===== src/rtl/vga_pkg.sv =====
// vga_pkg: shared geometry, slot/op types and the (x,y) to linear-address mapping for the VRAM arbiter.
package vga_pkg;
  localparam int H_ACTIVE = 320;
  localparam int V_ACTIVE = 240;
  localparam int ADDR_WIDTH = 17;
  localparam logic [7:0] READ_FILL = 8'h00;
  typedef logic [1:0] slot_t;
  typedef enum logic [1:0] {OP_NONE, OP_VIDEO, OP_READ, OP_WRITE} op_t;
  function automatic logic [ADDR_WIDTH-1:0] xy_to_addr(input logic [8:0] x, input logic [7:0] y);
    logic [ADDR_WIDTH-1:0] yy;
    yy = ADDR_WIDTH'(y);
    // 320 = 256 + 64, so the default geometry needs only shifts and adds
    return (H_ACTIVE == 320) ? (yy << 8) + (yy << 6) + ADDR_WIDTH'(x)
                             : yy * ADDR_WIDTH'(H_ACTIVE) + ADDR_WIDTH'(x);
  endfunction
endpackage


===== src/rtl/vram_addr_gen.sv =====
// vram_addr_gen: maps a pixel coordinate to its SRAM address and flags whether it lies on screen.
module vram_addr_gen
  import vga_pkg::*;
(
  input  logic [8:0]            x_i,
  input  logic [7:0]            y_i,
  output logic [ADDR_WIDTH-1:0] addr_o,
  output logic                  valid_o
);
  always_comb begin
    addr_o = xy_to_addr(x_i, y_i);
    valid_o = x_i < 9'(H_ACTIVE) && y_i < 8'(V_ACTIVE);
  end
endmodule


===== src/rtl/vram_arbiter.sv =====
// vram_arbiter: 4-slot time-sliced SRAM arbiter, slots 0-1 video fetch and slots 2-3 MPU access.
// Define VRAM_ARBITER_BLANK_BOOST_EN to turn slots 0-1 into a second MPU window while video is blanked.
module vram_arbiter
  import vga_pkg::*;
(
  input  logic                  clock,
  input  logic                  reset,
  output logic [1:0]            slot,
  input  logic                  videoActive,
  input  logic [8:0]            videoXCoord,
  input  logic [7:0]            videoYCoord,
  output logic [7:0]            videoData,
  output logic                  videoDataReady,
  input  logic [8:0]            memoryXCoord,
  input  logic [7:0]            memoryYCoord,
  input  logic                  memoryReadRequest,
  input  logic                  memoryWriteRequest,
  input  logic [7:0]            memoryWriteData,
  output logic [7:0]            memoryReadData,
  output logic                  memoryReadComplete,
  output logic                  memoryWriteComplete,
  output logic [ADDR_WIDTH-1:0] ramAddress,
  input  logic [7:0]            ramDataIn,
  output logic [7:0]            ramDataOut,
  output logic                  ramDataOutEnable,
  output logic                  ramWriteEnable,
  output logic                  ramOutputEnable
);
  slot_t slot_q, slot_d;
  op_t op_q, op_d, next_op;
  logic [ADDR_WIDTH-1:0] addr_q, addr_d, v_addr, m_addr;
  logic [7:0] dout_q, dout_d, vdata_q, vdata_d, rdata_q, rdata_d;
  logic oe_n_q, oe_n_d, we_n_q, we_n_d, doe_q, doe_d, vrdy_q, vrdy_d;
  logic rcmp_q, rcmp_d, wcmp_q, wcmp_d, valid_q, valid_d;
  logic m_valid, v_valid_unused, boost, win_edge;
  vram_addr_gen u_vid (.x_i(videoXCoord), .y_i(videoYCoord), .addr_o(v_addr), .valid_o(v_valid_unused));
  vram_addr_gen u_mpu (.x_i(memoryXCoord), .y_i(memoryYCoord), .addr_o(m_addr), .valid_o(m_valid));
`ifdef VRAM_ARBITER_BLANK_BOOST_EN
  assign boost = !videoActive;
`else
  logic active_unused;
  assign active_unused = videoActive;
  assign boost = 1'b0;
`endif
  assign win_edge = slot_q[0];
  // The type completing at a window edge is not re-granted there: its requester has not yet seen the strobe
  assign next_op = (slot_q == 2'd3 && !boost) ? OP_VIDEO
                 : (memoryWriteRequest && op_q != OP_WRITE) ? OP_WRITE
                 : (memoryReadRequest && op_q != OP_READ) ? OP_READ : OP_NONE;
  always_comb begin
    slot_d = slot_q + 2'd1;
    vrdy_d = win_edge && op_q == OP_VIDEO;
    rcmp_d = win_edge && op_q == OP_READ;
    wcmp_d = win_edge && op_q == OP_WRITE;
    vdata_d = vrdy_d ? ramDataIn : vdata_q;
    rdata_d = rcmp_d ? (valid_q ? ramDataIn : READ_FILL) : rdata_q;
    op_d = win_edge ? next_op : op_q;
    valid_d = win_edge ? m_valid : valid_q;
    addr_d = (!win_edge || next_op == OP_NONE) ? addr_q : next_op == OP_VIDEO ? v_addr : m_addr;
    oe_n_d = win_edge ? !(next_op == OP_VIDEO || next_op == OP_READ) : oe_n_q;
    we_n_d = !(win_edge && next_op == OP_WRITE && m_valid);
    doe_d = win_edge ? next_op == OP_WRITE : doe_q;
    dout_d = (win_edge && next_op == OP_WRITE) ? memoryWriteData : dout_q;
  end
  always_ff @(posedge clock or posedge reset)
    if (reset) begin
      slot_q <= '0; op_q <= OP_NONE; addr_q <= '0; dout_q <= '0; vdata_q <= '0; rdata_q <= '0;
      oe_n_q <= 1'b1; we_n_q <= 1'b1; doe_q <= 1'b0; vrdy_q <= 1'b0;
      rcmp_q <= 1'b0; wcmp_q <= 1'b0; valid_q <= 1'b0;
    end else begin
      slot_q <= slot_d; op_q <= op_d; addr_q <= addr_d; dout_q <= dout_d; vdata_q <= vdata_d; rdata_q <= rdata_d;
      oe_n_q <= oe_n_d; we_n_q <= we_n_d; doe_q <= doe_d; vrdy_q <= vrdy_d;
      rcmp_q <= rcmp_d; wcmp_q <= wcmp_d; valid_q <= valid_d;
    end
  assign slot = slot_q;
  assign videoData = vdata_q;
  assign videoDataReady = vrdy_q;
  assign memoryReadData = rdata_q;
  assign memoryReadComplete = rcmp_q;
  assign memoryWriteComplete = wcmp_q;
  assign ramAddress = addr_q;
  assign ramDataOut = dout_q;
  assign ramDataOutEnable = doe_q;
  assign ramWriteEnable = we_n_q;
  assign ramOutputEnable = oe_n_q;
endmodule

===== config.mk =====
export PLATFORM = sky130hd
export DESIGN_NAME = vram_arbiter
export DESIGN_NICKNAME = d
export VERILOG_FILES = /design/src/rtl/vga_pkg.sv /design/src/rtl/vram_addr_gen.sv /design/src/rtl/vram_arbiter.sv
export SDC_FILE = /design/constraint.sdc
export NUM_CORES = 1
export LEC_CHECK = 0
export BUFFER_PORTS_ARGS = -buffer_cell sky130_fd_sc_hd__buf_4
export CAP_MARGIN = 20
export CELL_PAD_IN_SITES_DETAIL_PLACEMENT = 1
export CELL_PAD_IN_SITES_GLOBAL_PLACEMENT = 2
export CORE_MARGIN = 1
export CORE_UTILIZATION = 30
export CTS_CLUSTER_DIAMETER = 40
export DETAILED_ROUTE_END_ITERATION = 6
export PLACE_DENSITY_LB_ADDON = 0.1
export SLEW_MARGIN = 10
export SYNTH_ARGS = -nofsm -noshare
export SYNTH_HDL_FRONTEND = slang
export SYNTH_SLANG_ARGS = --single-unit

===== constraint.sdc =====
create_clock -name clock -period 2.6 [get_ports clock]
set_clock_uncertainty 0.05 [all_clocks]
set_input_delay 0.13 -clock clock [delete_from_list [all_inputs] [get_ports clock]]
set_output_delay 0.13 -clock clock [all_outputs]
set_load 0.01 [all_outputs]

; Yosys cells after proc, flatten, opt, wreduce, memory -nomap -nowiden
; Index checks and enable logic that the tools add are counted.
[totals]
inputBits = 55
word_cells = 48
reg_bits = 52
[classes]
n_lt_le_gt_ge = 2
n_addsub = 5
eq_ne = 9
mux = 5
reduce_logical = 14
[op_table]
columns = op, n
row1 = adder 16 x 14 -> 17 bit, 2
row2 = adder 17 x 9 -> 17 bit, 2
row3 = two-way mux 17 bit, 1
row4 = "== test 2 bit, second input constant", 5
row5 = "less-than comparator 9 bit, second input constant", 1
row6 = logical AND 1 bit, 8
row7 = "less-than comparator 8 bit, second input constant", 1
row8 = two-way mux 8 bit, 1
row9 = two-way mux 2 bit, 3
row10 = "== test 2 x 1 -> 1 bit, second input constant", 2
row11 = "!= test 2 bit, second input constant", 2
row12 = zero test 1 bit, 3
row13 = "adder 2 x 1 -> 2 bit, second input constant", 1
row14 = zero test 2 bit, 1
row15 = logical OR 1 bit, 2

; Logic depth before layout (Yosys ltp)
; Gate-level depths: netlist of run 1.
[depth]
depth_word = 9
depth_mapped = 11

; Modules after synthesis
; A second synthesis of run 1 with hierarchy kept.
[hier_totals]
hier_cells = 292
hier_area_um2 = 3178.0
[by_module_without_submodules]
columns = mod, n_inst, seq_area_each_um2, area_per_inst_um2, cells_per_inst
row1 = vram_arbiter, 1, 1303.8, 2150.8, 179
row2 = vram_addr_gen (u_mpu), 1, 0.0, 515.5, 57
row3 = vram_addr_gen (u_vid), 1, 0.0, 511.7, 56

; Least setup slack after synthesis of run 1
; OpenSTA, ideal clock, no wires.
[synth_path]
path_kind = flip-flop to flip-flop
start = reg slot_q[0] (netlist: slot[0])
end = reg addr_q[10] (netlist: ramAddress[10])
arrival_time_ns = 2.158
setup_time_ns = 0.126
n_path_buf = 3
period_less_slack_ns = 2.334
t_required_ns = 2.424
path_stages_with_launch = 10
path_slack_ns = 0.266
path_cell_list = dfrtp_1 > ha_1 > buf_2 > buf_2 > a21oi_1 > o21ai_0 > ha_1 > nand2b_1 > buf_2 > a221o_1
[synth_between]
elab_chain_len = 4
elab_cells_between_ends = 7
cone_classes = eq/ne (2) / mux (2) / reduce/logical (3)
[synth_lines]
columns = element, line
row1 = start: declaration, vram_arbiter.sv:29  ; slot_t slot_q, slot_d;
row2 = start signal: assignment, vram_arbiter.sv:71  ; slot_q <= slot_d; op_q <= op_d; addr_q <= addr_d; dout_q <= dout_d; vdata_q <= vdata_d; rdata_q <= rdata_d;
row3 = == test 2 bit, vram_arbiter.sv:47  ; assign next_op = (slot_q == 2'd3 && !boost) ? OP_VIDEO
row4 = two-way mux 2 bit, vram_arbiter.sv:47
row5 = == test 2 x 1 -> 1 bit / zero test 2 bit (equally long branches), vram_arbiter.sv:59  ; addr_d = (!win_edge || next_op == OP_NONE) ? addr_q : next_op == OP_VIDEO ? v_addr : m_addr;
row6 = two-way mux 17 bit / logical OR 1 bit (equally long branches), vram_arbiter.sv:59
row7 = end signal: assignment, vram_arbiter.sv:71
row8 = end: declaration, vram_arbiter.sv:31  ; logic [ADDR_WIDTH-1:0] addr_q, addr_d, v_addr, m_addr;
; Several ways; a longest one is shown, not always the timed one.
; A chain may end at the register's enable or synchronous reset.

; Worst setup path in the final report of run 1
[layout_path]
start = reg slot_q[0] (netlist: slot[0])
end = reg addr_q[12] (netlist: ramAddress[12])
; Same word-level chain as after synthesis.

==> results.md, run 1 <==
- DIE HEIGHT: around 100 um
- Critical path's most frequent cell: sky130_fd_sc_hd__ha_1
- Max Fanout on Critical Path: 26
- Mean number of vias per cell: roughly 4.9
- CP Buf/Inv Count: 1
- Met2 routed wirelength: between 4 and 5 mm
- Critical-path cell list: ha_1, a21oi_1, o21ai_0, ha_1, nand2b_1, buf_4, a211oi_1, a221o_1
- Clock-pin slew on the worst setup and hold paths: about 0.090 ns
- Amount of wire on met3 after detailed routing: ~310 um
- Diodes inserted: 0
- Total congestion overflow: 0
- Initial antenna violation count: 0
- Sequential-to-total area share from yosys stat: approximately 41%
- Gp weighted congestion: 0.815
- Die Area: roughly 0.011 mm2
- R2R Path Start: slot[0]
- Vias: between 2000 and 3000
- Vias in the first global route: between 2000 and 3000
- Fin util: 42.7%
- M1 wire length: approximately 4.0 mm
- Endpoint class of the critical path: register
- Stages on the worst setup path: 8
- Drt total wl: 8.81 mm
- Nets: ~540
- Data arrival time of the critical path: between 2 and 2.5 ns
- Net Count, Synth: about 420
- RSZ-0062 raised after global routing: false
- Remaining routing DRC violations: 0
- Total of cells resized after clock tree synthesis: 0
- Cell area power density: ~500 mW/mm2
- Highest Signal Layer: met4
- Cell family with the largest share of critical-path delay: compound AO/OA/AOI/OAI gates
- Quantity of I/O buffers inserted on ports: roughly 100
- Max IR drop VDD: about 210 uV
- WL per Instance: approximately 15 um
- Fraction of registers with async set or reset after synthesis: 100%
- Critical path startpoint category: register
- Clock tree root buffer cell: sky130_fd_sc_hd__clkbuf_8
- Share of the cycle needed by the critical path after routing: between 80 and 90%
- Launch instance of the worst min-delay path: memoryXCoord[0]
- Starting Density: between 30% and 40%
- Total count of hold-check failures in the final report: 0
- Result of the run: finished clean
- TritonCTS clock tree: done
- Starting DRT DRC Count: 80
- Largest net degree at the start of global routing: 30
- Category of the most critical setup path: reg -> reg
- H-Tree Level Count: 2
- HPWL after detailed placement: between 6 and 7 mm
- Top library cells by usage in the layout, fill and taps aside: 108 x sky130_fd_sc_hd__buf_4, 61 x sky130_fd_sc_hd__nand2_1, 50 x sky130_fd_sc_hd__dfrtp_1, 32 x sky130_fd_sc_hd__ha_1, 29 x sky130_fd_sc_hd__o21ai_0
- Worst endpoint required time: 2.81 ns
- Actual transition at the worst max-transition pin: between 0.6 and 0.7 ns
- Time the final worst path needs with I/O delays and setup: 2.21 ns
- Count of flip-flops with a built-in enable after synthesis: 0
- Number of flip-flops and latches in the synthesized netlist: between 50 and 60
- Worst path slowest cell: sky130_fd_sc_hd__dfrtp_1
- Setup TNS: 0 ns
- Hold path depth: 3
- Max-slew violation count: 0
- ANT nets after route: 0
- Max stage delay on crit path: between 0.3 and 0.4 ns
- Total of warnings raised by yosys: 0
- Post-synthesis average cell area: approximately 9.6 um2
- Die width: 105 um
- Max-slew headroom: 58.7%
- Signed area change from the synthesized netlist to the final layout: 39.3%
- Hold Worst Slack: between 0.06 and 0.07 ns
- Setup violation total in the final timing report: 0
- GR Util All Layers: 17.3%
- Maximum clock rate: roughly 0.45 GHz
- Count of standard-cell rows: 37
- Pre-Repair DR Iteration Count: 4
- I/O pin count: about 100
- Leakage dissipation: 2.17 nW
- Crit path launch: slot[0]
- Sinks on Clock Net: 52
- Maximum clock insertion buffer count: 2
- Number of buffers inserted during clock tree synthesis: 5
- Maxcap violations: 0
- Synth unique cells: 48
- First-pass GRT wire length: between 10 and 15 mm
- Cells after synthesis: approximately 330
- Core footprint: between 0.01 and 0.015 mm2
- Commonest register cell after synthesis: sky130_fd_sc_hd__dfrtp_1
- Clock Latency Late Sink: roughly 0.31 ns
- Kind of path behind the tightest hold check: in -> reg
- Worst R2R Path Depth: 8
- Netlist area before placement: 0.00315 mm2
- Most common cell after layout, fill and taps aside: sky130_fd_sc_hd__buf_4
- Ratio of cells with drive above 1 in the final layout: between 20% and 30%
==> metrics by stage <==
step / setup slack, ns / cell area, um2 / std cells / power (W)
detailed placement: 0.0695 / 4090 / 562 / 0.00158
finish: 0.388 / 4390 / 587 / 0.00224
global route: 0.218 / 4390 / 587 / 0.00240
floorplan: 0.266 / 3150 / 327 / 0.00129
CTS: 0.360 / 4390 / 587 / 0.00229
global placement: 0.140 / 4090 / 562 / 0.00157
==> state kept, by name (all words and copies together), names as in the netlist <==
| name | cells |
|---|---|
| ramWriteEnable | 1 |
| ramDataOut | 8 |
| videoDataReady | 1 |
| valid_q | 1 |
| videoData | 8 |
| slot | 2 |
| ramAddress | 17 |
| memoryReadData | 8 |
| memoryReadComplete | 1 |
| memoryWriteComplete | 1 |
| op_q | 2 |
| ramOutputEnable | 1 |
| ramDataOutEnable | 1 |
==> where the power goes <==
| part | internal [W] | switching, W | leakage, nW | total (W) |
|---|---|---|---|---|
| clock network | 0.000385 | 0.000279 | 0.0654 | 0.000664 |
| registers | 0.000887 | 0.0000488 | 0.626 | 0.000936 |
| logic | 0.000329 | 0.000314 | 1.48 | 0.000643 |
| total | 0.00160 | 0.000642 | 2.17 | 0.00224 |
==> Yosys cell counts, drive strengths merged (3+ instances only) <==
cell | count | area share, %
nand2 | 61 | 7.3
dfrtp | 50 | 40
ha | 32 | 13
o21ai | 29 | 4.6
inv | 19 | 2.3
a21oi | 16 | 2.8
mux2i | 13 | 4.1
nor2 | 12 | 1.5
nand4 | 10 | 2.2
a21o | 8 | 1.9
mux2 | 8 | 2.9
a211oi | 7 | 1.7
buf | 6 | 0.99
nand3 | 5 | 0.79
fa | 4 | 2.5
nor2b | 4 | 0.79
xor2 | 4 | 1.1
clkbuf | 3 | 0.40
nor3 | 3 | 0.48
xnor2 | 3 | 0.83
==> kinds of logic (layout without fill, tap and decap cells) <==
| group | count (synthesis) | count (layout) | share of synthesized area (%) |
|---|---|---|---|
| flops | 52 | 52 | 41.3 |
| xor+xnor | 7 | 7 | 1.94 |
| simple gates | 107 | 107 | 15.7 |
| fa+ha+maj | 36 | 36 | 15.2 |
| buf+inv | 29 | 153 | 3.77 |
| mux | 21 | 21 | 6.98 |
| compound gates | 75 | 75 | 15.0 |
==> per-layer routing <==
| layer | vias up | global-route usage [%] |
|---|---|---|
| met4 | 0 | 5.61 |
| li1 | 1402 | - |
| met3 | 8 | 2.69 |
| met1 | 1373 | 21.4 |
| met5 | - | 0 |
| met2 | 64 | 30.6 |
==> area by class of cell <==
type	count	area, um2
Clock buffer	6	72.6
Timing Repair Buffer	125	981
Clock inverter	2	60.1
Inverter	20	75.1
Fill cell	1216	5880
Tap cell	136	170
Multi-Input combinational cell	246	1730
Sequential cell	52	1300
==> final timing paths <==
check                                    end  slack (ns)
max in group asynchronous    ramOutputEnable        1.62
min in group asynchronous       videoData[2]        0.20
setup reg to reg              ramAddress[12]        0.39
hold / removal                 ramAddress[0]        0.06
hold reg to reg            memoryReadData[2]        0.44
setup / recovery              ramAddress[12]        0.39
==> worst reg2reg max path, delay by kind of cell, from the launching register on <==
kind,cells,cell delay (ns)
compound gates,4,0.73
fa+ha+maj,2,0.47
buf+inv,1,0.27
flops,1,0.39
simple gates,1,0.26
==> repair_timing <==
item                      in CTS  in global routing
hold buffers                  17                  0
hold endpoints to repair      44                  0
buffers inserted               0                  0
(Power assumes the default switching activity.)
==> inputs of run 2 (changes only) <==
--- a/config.mk
+++ b/config.mk
@@ -14,6 +14,7 @@
 export CTS_CLUSTER_DIAMETER = 40
 export DETAILED_ROUTE_END_ITERATION = 6
 export PLACE_DENSITY_LB_ADDON = 0.1
+export REMOVE_ABC_BUFFERS = 1
 export SLEW_MARGIN = 10
 export SYNTH_ARGS = -nofsm -noshare
 export SYNTH_HDL_FRONTEND = slang
==> results.md, run 2 (synthesis gave the netlist of run 1 again) <==
- Remaining routing DRC violations: 0
- Max stage delay on crit path: slightly below 0.4 ns
- Setup violation total in the final timing report: 0
- Maximum clock rate: 0.420 GHz
- Worst R2R Path Depth: 8
- Count of standard-cell rows: 37
- Quantity of I/O buffers inserted on ports: around 100
- WL per Instance: approximately 14 um
- Crit path launch: slot[0]
- Initial antenna violation count: 0
- I/O pin count: 104
- Clock-pin slew on the worst setup and hold paths: 0.10 ns
- Total of fill cells in the finished design: approximately 1200
- Worst path slowest cell: sky130_fd_sc_hd__dfrtp_1
- Core footprint: ~0.010 mm2
- Cell area after layout: around 0.0044 mm2
- Vias: between 2000 and 3000
- Top library cells by usage in the layout, fill and taps aside: 107 x sky130_fd_sc_hd__buf_4, 61 x sky130_fd_sc_hd__nand2_1, 50 x sky130_fd_sc_hd__dfrtp_1, 32 x sky130_fd_sc_hd__ha_1, 29 x sky130_fd_sc_hd__o21ai_0
- Endpoint class of the critical path: register
- Starting Density: between 30% and 40%
- Die width: about 100 um
- Critical-path cell list: ha_1, buf_4, a21oi_1, ha_1, nand2b_1, buf_4, a211oi_1, a221o_1
- Starting DRT DRC Count: 32
- TritonCTS clock tree: done
- Total count of hold-check failures in the final report: 0
- Diodes inserted: 0
- Cell area power density: 509 mW/mm2
- Maximum clock insertion buffer count: 2
- Kind of path behind the tightest hold check: in -> reg
- Die Area: 0.0109 mm2
- Nets: between 500 and 600
- Number of buffers inserted during clock tree synthesis: 5
- Stages on the worst setup path: 8
- Setup slack on the worst flop-to-flop path: approximately 0.22 ns
- H-Tree Level Count: 2
- Hold Worst Slack: 0.0235 ns
- Max IR drop VDD: 240 uV
- Max-slew headroom: between 50 and 60%
- Sinks on Clock Net: 52
- ANT nets after route: 0
- Data arrival time of the critical path: between 2 and 3 ns
- Post-layout instance count excluding filler cells: ~590
- Total congestion overflow: 0
- Leakage dissipation: between 2 and 2.5 nW
- Actual transition at the worst max-transition pin: 0.682 ns
- Critical path startpoint category: register
- Largest net degree at the start of global routing: 53
- Clock Latency Late Sink: roughly 0.30 ns
- Setup slack at placement: 0.0951 ns
- Category of the most critical setup path: reg -> reg
- Cell family with the largest share of critical-path delay: compound AO/OA/AOI/OAI gates
- CP Buf/Inv Count: 2
- HPWL after detailed placement: ~6.5 mm
- # placed instances: about 560
- Setup TNS: 0 ns
- Max reg flops: 17
- Time the final worst path needs with I/O delays and setup: 2.38 ns
- Smallest setup slack after layout: 0.219 ns
- Clock tree root buffer cell: sky130_fd_sc_hd__clkbuf_8
- Ratio of cells with drive above 1 in the final layout: between 20% and 30%
- Pre-Repair DR Iteration Count: 4
- Share of the cycle needed by the critical path after routing: ~92%
- Setup fix buffers added after clock tree synthesis: 0
- R2R Path Start: slot[0]
- Worst endpoint required time: 2.75 ns
- Gp weighted congestion: roughly 0.76
- Result of the run: finished clean
- GR Util All Layers: between 15 and 20%
- Vias in the first global route: 2886
- Drt total wl: between 8 and 9 mm
- Maxcap violations: 0
- RSZ-0062 raised after global routing: false
- First-pass GRT wire length: 14.1 mm
- Critical Path Sink: ramAddress[12]
- Mean number of vias per cell: 4.72
- Max-slew violation count: 0
- Worst r2r dst: ramAddress[12]
- Most common cell after layout, fill and taps aside: sky130_fd_sc_hd__buf_4
- Max Fanout on Critical Path: 23
- DIE HEIGHT: ~100 um
- Signed area change from the synthesized netlist to the final layout: 38.8%
- Placed cell areas: 0.00408 mm2
run 2: cell types whose count changed in the layout (fill, tap and decap cells not counted):
cell / change
sky130_fd_sc_hd__dlygate4sd3_1: -1
sky130_fd_sc_hd__buf_4: -1
run 2: worst min path at each step:
stage | slack [ns] | depth (start not counted) | endpoint | start
after CTS | 0.009 | 2 | ramDataOut[1] | memoryWriteData[1]
final | 0.02 | 2 | ramDataOut[1] | memoryWriteData[1]
after global placement | 0.29 | 3 | videoData[2] | ramDataIn[2]
after floorplan | 0.19 | 2 | videoData[0] | ramDataIn[0]
after detailed placement | 0.29 | 3 | videoData[2] | ramDataIn[2]
after global routing | 0.01 | 2 | ramDataOut[1] | memoryWriteData[1]
run 2: layer usage:
layer | wire, um | up-vias | global-route usage, %
li1 | - | 1395 | -
met1 | 3990 | 1302 | 20.9
met2 | 4120 | 58 | 28.0
met3 | 254 | 4 | 2.01
met4 | 55 | 0 | 3.67
met5 | 0 | - | 0
run 2: worst register-to-register path, stage by stage (launching register included):
cell,delay (ns)
sky130_fd_sc_hd__dfrtp_1,0.39
sky130_fd_sc_hd__ha_1,0.24
sky130_fd_sc_hd__buf_4,0.17
sky130_fd_sc_hd__a21oi_1,0.18
sky130_fd_sc_hd__ha_1,0.21
sky130_fd_sc_hd__nand2b_1,0.36
sky130_fd_sc_hd__buf_4,0.32
sky130_fd_sc_hd__a211oi_1,0.09
sky130_fd_sc_hd__a221o_1,0.26
run 2: power by group:
group | switching (W) | leakage [nW] | internal (W)
clock | 0.000271 | 0.0654 | 0.000385
combinational | 0.000307 | 1.47 | 0.000327
sequential | 0.0000491 | 0.626 | 0.000887
total | 0.000627 | 2.17 | 0.00160
run 2: layout make-up:
type / count / area, um2 / share of cell area, %
sequential: 52 / 1300 / 29.8
clock buffer: 6 / 72.6 / 1.66
timing repair buffer: 123 / 963 / 22.0
tap: 136 / 170 / 3.89
clock inverter: 2 / 60.1 / 1.37
multi-input combinational: 246 / 1730 / 39.5
inverter: 20 / 75.1 / 1.72
run 2: per-stage QoR:
| stage | total power (W) | utilization [%] |
|---|---|---|
| 2_1_floorplan | 0.00129 | - |
| 3_3_place_gp | 0.00156 | 39.7 |
| 3_5_place_dp | 0.00158 | 39.7 |
| 4_1_cts | 0.00227 | 42.6 |
| 5_1_grt | 0.00237 | 42.6 |
| 6_report | 0.00223 | 42.6 |
run 2: timing repair:
| item | 4_1_cts | 5_1_grt |
|---|---|---|
| hold buffers | 16 | 0 |
| hold endpoints to repair | 65 | 0 |
| resized for setup | 0 | 0 |
| setup endpoints to repair | 0 | 0 |
==> inputs of run 3 (changes only) <==
--- a/config.mk
+++ b/config.mk
@@ -9,7 +9,7 @@
 export CAP_MARGIN = 20
 export CELL_PAD_IN_SITES_DETAIL_PLACEMENT = 1
 export CELL_PAD_IN_SITES_GLOBAL_PLACEMENT = 2
-export CORE_MARGIN = 1
+export CORE_MARGIN = 1.5
 export CORE_UTILIZATION = 30
 export CTS_CLUSTER_DIAMETER = 40
 export DETAILED_ROUTE_END_ITERATION = 6
==> results.md, run 3 (synthesis gave the netlist of run 1 again) <==
- Result of the run: finished clean
- Top library cells by usage in the layout, fill and taps aside: 108 x sky130_fd_sc_hd__buf_4, 61 x sky130_fd_sc_hd__nand2_1, 50 x sky130_fd_sc_hd__dfrtp_1, 32 x sky130_fd_sc_hd__ha_1, 29 x sky130_fd_sc_hd__o21ai_0
- Total count of hold-check failures in the final report: 0
- Actual transition at the worst max-transition pin: 0.672 ns
- Vias in the first global route: 2940
- Cell area power density: 471 mW/mm2
- Placed cell areas: ~0.0041 mm2
- Clock tree root buffer cell: sky130_fd_sc_hd__clkbuf_8
- Core footprint: 0.0103 mm2
- Maxcap violations: 0
- ANT nets after route: 0
- Overall power consumption: a little over 0.002 W
- Critical path startpoint category: register
- WL per Instance: 14.7 um
- DIE HEIGHT: roughly 110 um
- Starting Density: 30.7%
- Remaining routing DRC violations: 0
- Ratio of cells with drive above 1 in the final layout: between 20% and 30%
- Starting DRT DRC Count: 100
- Diodes inserted: 0
- Most common cell after layout, fill and taps aside: sky130_fd_sc_hd__buf_4
- Number of buffers inserted during clock tree synthesis: 5
- Max reg flops: 17
- Sinks on Clock Net: 52
- I/O pin count: between 100 and 150
- Category of the most critical setup path: reg -> reg
- Time the final worst path needs with I/O delays and setup: 2.41 ns
- Kind of path behind the tightest hold check: in -> reg
- Maximum clock insertion buffer count: 2
- H-Tree Level Count: 2
- Cell area after layout: between 0.004 and 0.005 mm2
- First-pass GRT wire length: 14.6 mm
- Count of standard-cell rows: 37
- Clock-pin slew on the worst setup and hold paths: around 0.10 ns
- Max-slew headroom: between 50% and 60%
- Pre-Repair DR Iteration Count: 4
- TritonCTS clock tree: done
- Endpoint class of the critical path: register
- Gp weighted congestion: around 0.74
- Leakage dissipation: between 2 and 2.5 nW
- Share of the cycle needed by the critical path after routing: about 93%
- Max Fanout on Critical Path: 21
- RSZ-0062 raised after global routing: false
- Max IR drop VDD: 203 uV
- Total congestion overflow: 0
- Setup violation total in the final timing report: 0
- Initial antenna violation count: 0
- Quantity of I/O buffers inserted on ports: about 100
- Maximum clock rate: just over 0.4 GHz
- HPWL after detailed placement: 6.67 mm
- Die Area: around 0.011 mm2
- Setup fix buffers added after clock tree synthesis: 0
- GR Util All Layers: 16.2%
- Worst endpoint required time: approximately 2.7 ns
- Signed area change from the synthesized netlist to the final layout: 37.5%
- Clock Latency Late Sink: ~0.3 ns
- Max-slew violation count: 0
- Mean number of vias per cell: between 4 and 5
- Die width: roughly 110 um
- Vias: roughly 2800
- Data arrival time of the critical path: ~2.6 ns
- Largest net degree at the start of global routing: 53
- Nets: 540
- Drt total wl: around 8.6 mm
-- run 3: cell types whose count changed in the layout (fill, tap and decap cells not counted), sizes merged --
cell,previous run,this run
clkinvlp,0,1
buf,107,108
clkinv,1,2
clkbuf,6,5
bufinv,2,0
-- run 3: where the power goes --
group | leakage (nW) | internal, W | total, W | switching, W
registers | 0.626 | 0.000887 | 0.000937 | 0.0000499
clock network | 0.0400 | 0.000183 | 0.000462 | 0.000278
logic | 1.48 | 0.000331 | 0.000643 | 0.000313
total | 2.14 | 0.00140 | 0.00204 | 0.000641
-- run 3: what timing repair did --
item | CTS | global route
resized for setup | 0 | 1
hold buffers | 16 | 0
setup endpoints to repair | 0 | 1
hold endpoints to repair | 65 | 0
-- run 3: worst paths after layout --
check	from	end	slack, ns	cells after the start
worst min register to register	ramAddress[4]	ramAddress[4]	0.44	2
max in group asynchronous	reset	ramAddress[12]	1.53	4
worst min-delay path	memoryWriteData[4]	ramDataOut[4]	0.008	2
min in group asynchronous	reset	ramAddress[15]	0.51	4
worst max register to register	slot[0]	ramAddress[10]	0.19	7
worst max-delay path	slot[0]	ramAddress[10]	0.19	7
-- run 3: layer usage --
metal	up-vias	track usage, %	routed length, um
met5	-	0	0
met4	0	3.57	65
met1	1330	21.8	4060
li1	1395	-	-
met3	4	1.86	288
met2	61	28.1	4200
-- run 3: per-stage QoR --
step	std cells	hold slack, ns	setup WS, ns	setup TNS, ns	utilization [%]
2_1_floorplan	318	0.185	-0.274	-0.821	-
3_3_place_gp	562	0.289	0.146	0	39.8
3_5_place_dp	562	0.294	0.113	0	39.8
4_1_cts	585	0.00196	0.163	0	42.1
5_1_grt	585	0.0114	0.0611	0	42.2
6_report	585	0.00822	0.194	0	42.2
-- run 3: worst max-delay path, stage by stage, from the launching register on --
cell and delay, ns:
sky130_fd_sc_hd__dfrtp_1 0.40, sky130_fd_sc_hd__ha_1 0.24, sky130_fd_sc_hd__a21oi_1 0.18, sky130_fd_sc_hd__o21ai_0 0.13, sky130_fd_sc_hd__ha_1 0.23, sky130_fd_sc_hd__nand2b_1 0.38
sky130_fd_sc_hd__buf_4 0.33, sky130_fd_sc_hd__a221o_1 0.35
-- run 3: cell type report --
type / count / area (um2)
Timing Repair Buffer: 124 / 971
Inverter: 20 / 75.1
Fill cell: 1229 / 5940
Clock inverter: 2 / 12.5
Multi-Input combinational cell: 246 / 1730
Clock buffer: 5 / 68.8
Tap cell: 136 / 170
Sequential cell: 52 / 1300
